<file path="src/rtl/johnson_pkg.sv">
// Shared types and helpers for the Johnson ring sequencer: FSM state encoding,
// default ring size/step-counter width and the legal-ring-pattern test.
package johnson_pkg;

    typedef enum logic [1:0] {
        JS_IDLE = 2'd0,
        JS_RUN  = 2'd1,
        JS_HOLD = 2'd2
    } js_state_t;

    localparam int JS_N      = 4;
    localparam int JS_STEP_W = $clog2(2 * JS_N);
    localparam int JS_MAX_W  = 32;

    // A Johnson pattern has at most one adjacent-bit transition; n is the ring width.
    function automatic logic js_legal(input logic [JS_MAX_W-1:0] ph, input int n);
        int trans;
        trans = 0;
        for (int i = 0; i < JS_MAX_W - 1; i++) begin
            if ((i < n - 1) && (ph[i] != ph[i+1])) begin
                trans++;
            end
        end
        return (trans <= 1);
    endfunction

endpackage

</file>
<file path="src/rtl/johnson_ring.sv">
// N-stage Johnson (twisted-ring) register: shifts toward bit 0 and feeds the
// inverted LSB back into the MSB. Clear wins over step enable.
module johnson_ring #(
    parameter int N = 4
) (
    input  logic         clk,
    input  logic         rst,
    input  logic         clr,
    input  logic         en,
    output logic [N-1:0] q
);

    logic [N-1:0] q_q;
    logic [N-1:0] q_d;

    always_comb begin
        q_d = q_q;
        if (clr) begin
            q_d = '0;
        end else if (en) begin
            q_d = {~q_q[0], q_q[N-1:1]};
        end
    end

    always_ff @(posedge clk) begin
        if (rst) begin
            q_q <= '0;
        end else begin
            q_q <= q_d;
        end
    end

    assign q = q_q;

endmodule

</file>
<file path="src/rtl/johnson_seq_ctrl.sv">
// Run controller for the Johnson ring: 2N*cycles steps per request, hold pause,
// done pulse. Optional illegal-pattern checker under JOHNSON_SEQ_ILLEGAL_CHK_EN.
module johnson_seq_ctrl
    import johnson_pkg::*;
#(
    parameter int N     = JS_N,
    parameter int CNT_W = 8
) (
    input  logic             clk,
    input  logic             rst,
    input  logic             start,
    input  logic [CNT_W-1:0] cycles,
    input  logic             hold,
    output logic [N-1:0]     phase,
    output logic             phase_valid,
    output logic             busy,
    output logic             done,
    output logic             err
);

    localparam int STEP_W = (N == JS_N) ? JS_STEP_W : $clog2(2 * N);
    localparam logic [STEP_W-1:0] STEP_LAST = STEP_W'(2 * N - 1);

    js_state_t          state_q, state_d;
    logic [CNT_W-1:0]   rem_q, rem_d;
    logic [STEP_W-1:0]  step_q, step_d;
    logic               busy_q, busy_d;
    logic               done_q, done_d;
    logic               ring_clr;
    logic               ring_en;
    logic               illegal;

    johnson_ring #(.N(N)) u_ring (
        .clk (clk),
        .rst (rst),
        .clr (ring_clr),
        .en  (ring_en),
        .q   (phase)
    );

`ifdef JOHNSON_SEQ_ILLEGAL_CHK_EN
    logic err_q, err_d;

    assign illegal = !js_legal(JS_MAX_W'(phase), N);

    always_comb begin
        err_d = err_q;
        if ((state_q == JS_IDLE) && start) begin
            err_d = 1'b0;
        end
        if (illegal) begin
            err_d = 1'b1;
        end
    end

    always_ff @(posedge clk) begin
        if (rst) begin
            err_q <= 1'b0;
        end else begin
            err_q <= err_d;
        end
    end

    assign err = err_q;
`else
    assign illegal = 1'b0;
    assign err     = 1'b0;
`endif

    // rem == 0 while active marks the settle cycle after the final step:
    // the ring shows 0 with busy still high, then done follows.
    always_comb begin
        state_d  = state_q;
        rem_d    = rem_q;
        step_d   = step_q;
        busy_d   = busy_q;
        done_d   = 1'b0;
        ring_clr = 1'b0;
        ring_en  = 1'b0;
        case (state_q)
            JS_IDLE: begin
                if (start) begin
                    if (cycles != '0) begin
                        rem_d    = cycles;
                        step_d   = '0;
                        ring_clr = 1'b1;
                        busy_d   = 1'b1;
                        state_d  = JS_RUN;
                    end else begin
                        done_d = 1'b1;
                    end
                end
            end
            JS_RUN, JS_HOLD: begin
                if (hold) begin
                    state_d = JS_HOLD;
                end else if (rem_q == '0) begin
                    state_d = JS_IDLE;
                    busy_d  = 1'b0;
                    done_d  = 1'b1;
                end else begin
                    state_d = JS_RUN;
                    ring_en = 1'b1;
                    if (step_q == STEP_LAST) begin
                        step_d = '0;
                        rem_d  = rem_q - CNT_W'(1);
                    end else begin
                        step_d = step_q + STEP_W'(1);
                    end
                end
            end
            default: begin
                state_d = JS_IDLE;
                busy_d  = 1'b0;
            end
        endcase
        // A corrupted ring restarts its period; the rotation count is kept.
        if (illegal) begin
            ring_clr = 1'b1;
            step_d   = '0;
            if (state_q != JS_IDLE) begin
                rem_d = rem_q;
            end
        end
    end

    always_ff @(posedge clk) begin
        if (rst) begin
            state_q <= JS_IDLE;
            rem_q   <= '0;
            step_q  <= '0;
            busy_q  <= 1'b0;
            done_q  <= 1'b0;
        end else begin
            state_q <= state_d;
            rem_q   <= rem_d;
            step_q  <= step_d;
            busy_q  <= busy_d;
            done_q  <= done_d;
        end
    end

    // busy equals "state is RUN or HOLD"; a HOLD cycle with hold low is a stepping cycle.
    assign phase_valid = busy_q && !hold;
    assign busy        = busy_q;
    assign done        = done_q;

endmodule

</file>
<file path="config.mk">
export PLATFORM = sky130hd
export DESIGN_NAME = johnson_seq_ctrl
export DESIGN_NICKNAME = d
export VERILOG_FILES = /design/src/rtl/johnson_pkg.sv /design/src/rtl/johnson_ring.sv /design/src/rtl/johnson_seq_ctrl.sv
export SDC_FILE = /design/constraint.sdc
export NUM_CORES = 1
export LEC_CHECK = 0
export ABC_CLOCK_PERIOD_IN_PS = 2700
export BUFFER_PORTS_ARGS = -buffer_cell sky130_fd_sc_hd__buf_2
export CAP_MARGIN = 20
export CELL_PAD_IN_SITES_DETAIL_PLACEMENT = 1
export CELL_PAD_IN_SITES_GLOBAL_PLACEMENT = 2
export CORE_MARGIN = 2
export CORE_UTILIZATION = 32
export DETAILED_ROUTE_END_ITERATION = 10
export GPL_ROUTABILITY_DRIVEN = 0
export PLACE_DENSITY = 0.75
export SLEW_MARGIN = 20
export SYNTH_ARGS = -nofsm -noshare
export SYNTH_HDL_FRONTEND = slang
export SYNTH_SLANG_ARGS = --single-unit
export TNS_END_PERCENT = 100
</file>
<file path="constraint.sdc">
create_clock -name clk -period 2.7 [get_ports clk]
set_clock_uncertainty 0.15 [all_clocks]
set_input_delay 0.27 -clock clk [delete_from_list [all_inputs] [get_ports clk]]
set_output_delay 0.27 -clock clk [all_outputs]
set_load 0.02 [all_outputs]
</file>
## Word-level counts from Yosys, hierarchy flattened

Cells that the tools add are included.

| storage, ports and cells | value |
|---|---|
| register bits | 19 |
| bits of input ports | 12 |
| output and inout port bits | 8 |
| logic and storage cells | 63 |

| cells by class | value |
|---|---|
| $add $sub $neg | 2 |
| equality and inequality tests | 9 |
| multiplexer cells | 33 |
| bitwise operators | 1 |
| reductions and logical operators | 12 |

Operators by type and width:

| kind | count |
|---|---|
| 8-bit 2-to-1 mux | 5 |
| 8-bit one-hot mux with 2 select lines | 1 |
| 1-bit 2-to-1 mux | 15 |
| 3-bit 2-to-1 mux | 5 |
| 2-bit != test, second input constant | 6 |
| 8-bit logical NOT | 1 |
| 8-bit nonzero test | 1 |
| 8-bit by 1-bit subtractor with 8-bit output, second input constant | 1 |
| 2-bit 2-to-1 mux | 3 |
| 3-bit one-hot mux with 2 select lines | 1 |
| 6-bit AND reduction | 1 |
| 5-bit AND reduction | 1 |
| 1-bit one-hot mux with 2 select lines | 2 |
| 2-bit one-hot mux with 2 select lines | 1 |
| 4-bit AND reduction | 1 |
| 2-bit OR reduction | 2 |
| 3-bit by 1-bit adder with 3-bit output, second input constant | 1 |
| 3-bit == test, second input constant | 1 |
| 2-bit by 1-bit == test with 1-bit output, second input constant | 1 |
| 2-bit == test, second input constant | 1 |
| 2-bit logical NOT | 1 |
| 2-bit AND reduction | 1 |
| 2-bit nonzero test | 1 |
| 1-bit logical AND | 1 |
| other kinds (2) | 2 |

## Longest topological paths before layout

Gate-level depths: netlist (run 1).

| depth | value |
|---|---|
| word-level depth | 5 |
| gate-level depth with buffers | 8 |
| depth with buffers taken out | 7 |

## Cells and area by module

A second synthesis (run 1) with hierarchy kept.

| unflattened totals | value |
|---|---|
| cell total of the unflattened synthesis | 141 |
| area total of the unflattened synthesis | 1191.1 um2 |

By module, submodules not included:

| module | times used | cells each | area an instance (um2) | sequential area each (um2) |
|---|---|---|---|---|
| johnson_seq_ctrl | 1 | 128 | 1042.2 | 300.3 |
| johnson_ring | 1 | 13 | 148.9 | 80.1 |

## Worst setup path before layout (run 1)

No wires, ideal clock.

| timing path | value |
|---|---|
| kind | flip-flop to flip-flop |
| start | register rem_q[0] |
| end | register busy_q (netlist: busy) |
| setup time | 0.128 ns |
| arrival time | 1.619 ns |
| required time | 2.422 ns |
| slack | 0.804 ns |
| stages on the path, launching flop included | 8 |
| buffers on the path | 0 |
| period minus slack after synthesis | 1.896 ns |
| cells stage by stage | dfxtp_1 -> inv_1 -> ha_1 -> or3b_2 -> o31a_1 -> a21oi_2 -> mux2i_1 -> nor2_1 |

| between the ends | value |
|---|---|
| longest elaborated chain between the ends | 3 |

Ends and longest elaborated chain:

| item | RTL line | text |
|---|---|---|
| from (decl) | johnson_seq_ctrl.sv:25 | `logic [CNT_W-1:0] rem_q, rem_d;` |
| from (signal assigned) | johnson_seq_ctrl.sv:136 | `rem_q <= rem_d;` |
| 8-bit logical NOT | johnson_seq_ctrl.sv:97 | `end else if (rem_q == '0) begin` |
| 2-bit != test (no line) | - |  |
| 4-bit AND reduction (no line) | - |  |
| to (signal assigned) | johnson_seq_ctrl.sv:138 | `busy_q <= busy_d;` |
| to (decl) | johnson_seq_ctrl.sv:27 | `logic busy_q, busy_d;` |

Every way passes these cells.
A chain may end at the register's enable or synchronous reset.

## Final worst setup path (run 1)

| timing path | value |
|---|---|
| start | register state_q[0] |
| end | register rem_q[2] |

| between the ends | value |
|---|---|
| longest elaborated chain between the ends | 4 |
| elaborated cells between the ends (all ways) | 12 |
| those cells by class | 7 x eq/ne; 1 x mux; 4 x reduce/logical |

Ends and longest elaborated chain:

| item | RTL line | text |
|---|---|---|
| from (decl) | johnson_seq_ctrl.sv:24 | `js_state_t state_q, state_d;` |
| from (signal assigned) | johnson_seq_ctrl.sv:135 | `state_q <= state_d;` |
| 2-bit by 1-bit == test with 1-bit output or 2-bit == test (tied branches) | johnson_seq_ctrl.sv:80 | `case (state_q)` |
| 2-bit OR reduction | johnson_seq_ctrl.sv:80 |  |
| 2-bit != test (no line) or 2-bit nonzero test (tied branches) | - |  |
| 6-bit AND reduction (no line) | - |  |

Several ways; a longest one is shown, not always the timed one.

==> results of run 1 <==
-- kinds of logic (layout without fill, tap and decap cells) --
kind of cell	count (synthesis)	after routing	share of synthesized area, %
other	1	1	0.329
AND/OR/NAND/NOR	47	47	23.3
flip-flops	19	19	33.4
buffers and inverters	15	32	5.93
adder cells (fa/ha/maj)	6	6	6.59
AO/OA/AOI/OAI	37	37	23.6
multiplexers	7	7	6.15
XOR/XNOR	1	1	0.769
-- power by group --
| part | leakage (uW) | internal (uW) | switching (uW) |
|---|---|---|---|
| sequential | 0.000155 | 322 | 49.3 |
| clock | 0.0000177 | 55.5 | 98.0 |
| combinational | 0.000342 | 199 | 247 |
| total | 0.000515 | 577 | 394 |
-- final cells by class --
class / count / area (sq um)
Fill cell: 428 / 2100
Multi-Input combinational cell: 99 / 692
Sequential cell: 19 / 380
Timing Repair Buffer: 20 / 105
Tap cell: 46 / 57.6
Inverter: 8 / 30.0
Clock buffer: 3 / 22.5
Clock inverter: 1 / 5.00
-- sequential cells by signal (all words and copies together) (netlist names) --
signal and flops:
state_q 2, u_ring.q 4, done 1, busy 1
rem_q 8, step_q 3
-- synthesized netlist by cell type (3+ instances only) --
| cell type | number |
|---|---|
| dfxtp_1 | 19 |
| nand2_1 | 5 |
| inv_1 | 8 |
| a21oi_1 | 11 |
| ha_1 | 6 |
| nand3_1 | 3 |
| nor2b_1 | 5 |
| nand2b_1 | 6 |
| nor2_1 | 15 |
| mux2i_1 | 7 |
| a22oi_1 | 3 |
| o21ai_0 | 4 |
-- path summary, 6_finish.rpt --
| kind | startpoint | endpoint | slack (ps) |
|---|---|---|---|
| hold reg to reg | rem_q[7]$_SDFFE_PP0P_ | rem_q[7]$_SDFFE_PP0P_ | 360 |
| hold / removal | hold | state_q[1]$_SDFFE_PP0P_ | 110 |
| setup / recovery | state_q[0]$_SDFFE_PP0P_ | rem_q[2]$_SDFFE_PP0P_ | 540 |
| setup reg to reg | state_q[0]$_SDFFE_PP0P_ | rem_q[2]$_SDFFE_PP0P_ | 540 |
-- worst max-delay path, stage by stage, from the launching register on --
cell and delay (ps):
dfxtp_1 370, inv_1 50, ha_1 290, buf_4 250, nor2b_1 110, o2bb2ai_2 530, o21ai_0 190, a21oi_1 160
-- routing by layer --
metal  wire [um]  global-route usage, %  vias to the layer above
met5           0                      0                        -
met4          51                   6.52                        0
met3          77                   2.32                        5
met2        1310                   25.1                       13
met1        1260                   17.5                      488
li1            -                      -                      508
-- stage by stage --
stage	power, uW	instance area [sq um]	util, %	std cells
after floorplan	729	1140	-	133
after global placement	814	1260	37.3	192
after detailed placement	828	1260	37.3	192
after CTS	984	1290	38.1	196
after global routing	1060	1290	38.1	196
final	971	1290	38.1	196
==> run_results.csv, run 1 <==
group,metric,value,unit
logic_synthesis,syn_area_per_cell,8.57,sq um
layout,mostFrequentLayoutCells,"19 x dfxtp_1, 18 x buf_2, 15 x nor2_1",
logic_synthesis,synth_top_area_cell,"dfxtp_1",
cts,cts_tree,"done",
cts,holdBufCountCts,0,
critical_path,critical_path_class,"register to register",
critical_path,cp_data_required_time,2810,ps
place,dp_slack,539,ps
routing,drtAntennaViolNets,0,
pwr,p_leak,0.000515,uW
layout,antennaDiodeCount,0,
timing,worst_pin_slew,625,ps
die,start_util,33.6,%
layout,area_growth,13.4,%
logic_synthesis,synth_top_area_share,33.4,%
logic_synthesis,synthArstFlopShare,0,%
layout,final_common_cell,"dfxtp_1",
cts,cts_root_buffer,"clkbuf_4",
cts,ctsLongestPathBuffers,2,
timing,drv_slew,0,
flow_run,drv_cap,0,
critical_path,end_kind,"register",
cts,cts_buffers,3,
logic_synthesis,synth_nets,151,
cts,htree_levels,1,
die,chipWidth,63.7,um
routing,first_pass_iters,4,
timing,fin_crit_sh,80.0,%
logic_synthesis,synth_seq_cells,19,
critical_path,start_kind,"register",
logic_synthesis,synth_edf_count,0,
die,core_area,3390,sq um
grt,grt_max_degree,22,
routing,vias_per_cell,5.17,
timing,fin_crit,2160,ps
logic_synthesis,yosysSeqAreaShare,33.4,%
critical_path,path_max_fanout,21,
cts,worstSkewPairLatency,320,ps
cts,postCtsSetupRepairBufs,0,
timing,rsz0062_at_grt,"false",
logic_synthesis,synth_area,1140,sq um
cts,cts.sinks,19,
logic_synthesis,syn_inst,133,
die,rows,21,
timing,finalHoldViolCount,0,
pwr,pwr_density_cell,751,nW/um^2
grt,grt_antenna_before_repair,0,
cts,path_clk_slew,120,ps
layout,nNetsFinal,169,
routing,avgRoutedWirePerCell,13.8,um
outcome,status,"complete, no violations",
routing,drt_iter0_drc,24,
timing,slew_headroom,58.1,%
place,dpl.hpwl,2050,um
hold_path,hold_depth,3,
routing,drt_wl_total,2700,um
logic_synthesis,ys_types,45,
cts,post_cts_resize_count,0,
logic_synthesis,ys_warn_count,0,
logic_synthesis,ys_top_cells_by_area,"dfxtp_1 33%, ha_1 6.6%, mux2i_1 6.1%",
die,die-area,4060,sq um
timing,fmax,463,MHz
timing,finalWorstSetupSlack,540,ps
die,fp.dieH,63.7,um
layout,layout-drive-gt1-share,22.7,%
hold_path,hold_path.class,"primary input to register",
place,io_buffer_count,18,
timing,worst_hold_slack,113,ps
routing,vias,1014,
grt,grt_pass1_wl,4650,um
critical_path,cp_data_arrival_time,2270,ps
pwr,peakVddDrop,0.312,mV
grt,grt_pass1_vias,1039,
critical_path,ff2ff_path_depth,7,
grt,grt_util_all_layers,14.5,%
routing,drc,0,
grt,overflow,0,
timing,setup-violations-final,0,
timing,setup_tns,0,ps
die,ioPinCount,20,
logic_synthesis,synth_ff_type,"dfxtp_1",
Power figures use the tool's default switching activity.
==> run 2, diff against run 1 <==
- ABC_CLOCK_PERIOD_IN_PS: 2700 -> 1970
- CORE_UTILIZATION: 32 -> 29
- PLACE_DENSITY: 0.75 -> 0.71
- clock period: 2.7 -> 1.97 ns (I/O delays scaled with it)
==> run_results.csv, run 2 (same netlist as run 1, synthesis figures left out) <==
group,metric,value,unit
routing,avgRoutedWirePerCell,14.6,um
timing,finalHoldViolCount,0,
grt,grt_use_met3,3.89,%
critical_path,cp_data_arrival_time,1940,ps
grt,grt_pass1_vias,1143,
critical_path,start_kind,"register",
cts,cts_buffers,3,
critical_path,crit_path_end,"rem_q[5]$_SDFFE_PP0P_",
routing,drt_iter0_drc,30,
die,core_area,3720,sq um
layout,area_growth,31.1,%
timing,fin_crit,1900,ps
timing,fmax,526,MHz
timing,setup-violations-final,0,
cts,holdBufCountCts,0,
grt,grt_util_all_layers,15.2,%
critical_path,ff2ff_path_depth,8,
grt,grt_pass1_wl,5190,um
layout,antennaDiodeCount,0,
cts,path_clk_slew,70,ps
hold_path,hold_path.class,"primary input to register",
die,fp.dieH,66.7,um
cts,cts_root_buffer,"clkbuf_8",
layout,regMostFlops,"rem_q",
cts,htree_levels,1,
critical_path,end_kind,"register",
critical_path,startpoint,"state_q[0]$_SDFFE_PP0P_",
place,io_buffer_count,18,
layout,seq_area,383,sq um
grt,overflow,0,
grt,busiest_layer,"met2",
cts,postCtsSetupRepairBufs,0,
routing,drtAntennaViolNets,0,
critical_path,reg2reg_from,"state_q[0]$_SDFFE_PP0P_",
grt,grtUsageMet1,18.5,%
die,rows,22,
layout,final_util,40.2,%
pwr,p_leak,0.000608,uW
timing,drv_slew,0,
cts,cts.sinks,19,
critical_path,critical_path_class,"register to register",
timing,fin_crit_sh,96.5,%
cts,worstSkewPairLatency,260,ps
layout,mostFrequentLayoutCells,"18 x buf_2, 17 x dfxtp_1, 15 x nor2_1",
layout,layout-drive-gt1-share,34.4,%
place,postPlaceCellArea,1380,sq um
critical_path,r2r_slack,70,ps
layout,largest_reg_flops,8,
cts,ctsLongestPathBuffers,2,
pwr,peakVddDrop,0.487,mV
layout,nNetsFinal,182,
layout,final_common_cell,"buf_2",
critical_path,path_max_fanout,8,
flow_run,drv_cap,0,
place,dpl.hpwl,2350,um
die,die-area,4450,sq um
routing,drc,0,
cts,cts_tree,"done",
die,ioPinCount,20,
routing,drt_wl_total,3080,um
layout,multiInputGateArea,761,sq um
critical_path,cp_data_required_time,2010,ps
critical_path,r2r-end,"rem_q[5]$_SDFFE_PP0P_",
die,start_util,30.7,%
timing,worst_hold_slack,98.4,ps
layout,fillCellCount,455,
die,chipWidth,66.7,um
routing,vias_per_cell,5.08,
outcome,status,"complete, no violations",
grt,grt_max_degree,20,
grt,grtUsageMet2,27.3,%
pwr,pwr_density_cell,1080,nW/um^2
routing,vias,1072,
routing,first_pass_iters,2,
grt,grt_antenna_before_repair,0,
layout,final_area,1490,sq um
run 2: worst min-delay path by stage:
stage	to	slack, ps	cells past startpoint	start
global placement	rem_q[7]$_SDFFE_PP0P_	330	2	rem_q[7]$_SDFFE_PP0P_
CTS	state_q[1]$_SDFFE_PP0P_	90	3	hold
detailed placement	rem_q[7]$_SDFFE_PP0P_	340	2	rem_q[7]$_SDFFE_PP0P_
global route	state_q[1]$_SDFFE_PP0P_	110	3	hold
floorplan	state_q[1]$_SDFFE_PP0P_	210	2	hold
finish	state_q[1]$_SDFFE_PP0P_	100	3	hold
run 2: cell type report:
cell class,count,area share (%)
clock buffer,4,3.02
multi-input combinational,99,50.9
sequential,19,25.6
timing repair buffer,33,14.4
tap,48,4.02
inverter,8,2.01
run 2: metal layers:
| metal | part of all wire, % | vias up | routed length [um] |
|---|---|---|---|
| met3 | 3.3 | 7 | 102 |
| met5 | 0 | - | 0 |
| li1 | - | 531 | - |
| met2 | 51 | 13 | 1580 |
| met4 | 1.3 | 0 | 40 |
| met1 | 44 | 521 | 1360 |
run 2: what timing repair did:
action,in CTS,in global routing
resized for setup,4,13
endpoints found under the setup margin,8,17
pin swaps,3,4
run 2: critical path, cell delays in order (launching register included):
cell	delay, ps
dfxtp_2	330
inv_1	60
ha_4	290
nand2b_4	60
a311oi_2	330
o2bb2ai_4	120
buf_12	150
or2_1	220
a21oi_1	130
run 2: through the flow:
stage / power [uW] / instances / setup slack (ps) / TNS [ps]
floorplan: 1000 / 133 / 73.5 / 0
CTS: 1560 / 211 / 6.61 / 0
finish: 1610 / 211 / 68.3 / 0
global route: 1730 / 211 / -15.7 / -34.1
detailed placement: 1250 / 207 / -4.65 / -8.81
global placement: 1230 / 207 / 8.25 / 0
run 2: report_power, final:
group	internal (uW)	total (uW)	leakage, uW	switching [uW]
logic	412	831	0.000430	419
registers	443	504	0.000156	61.0
clock network	144	278	0.0000228	134
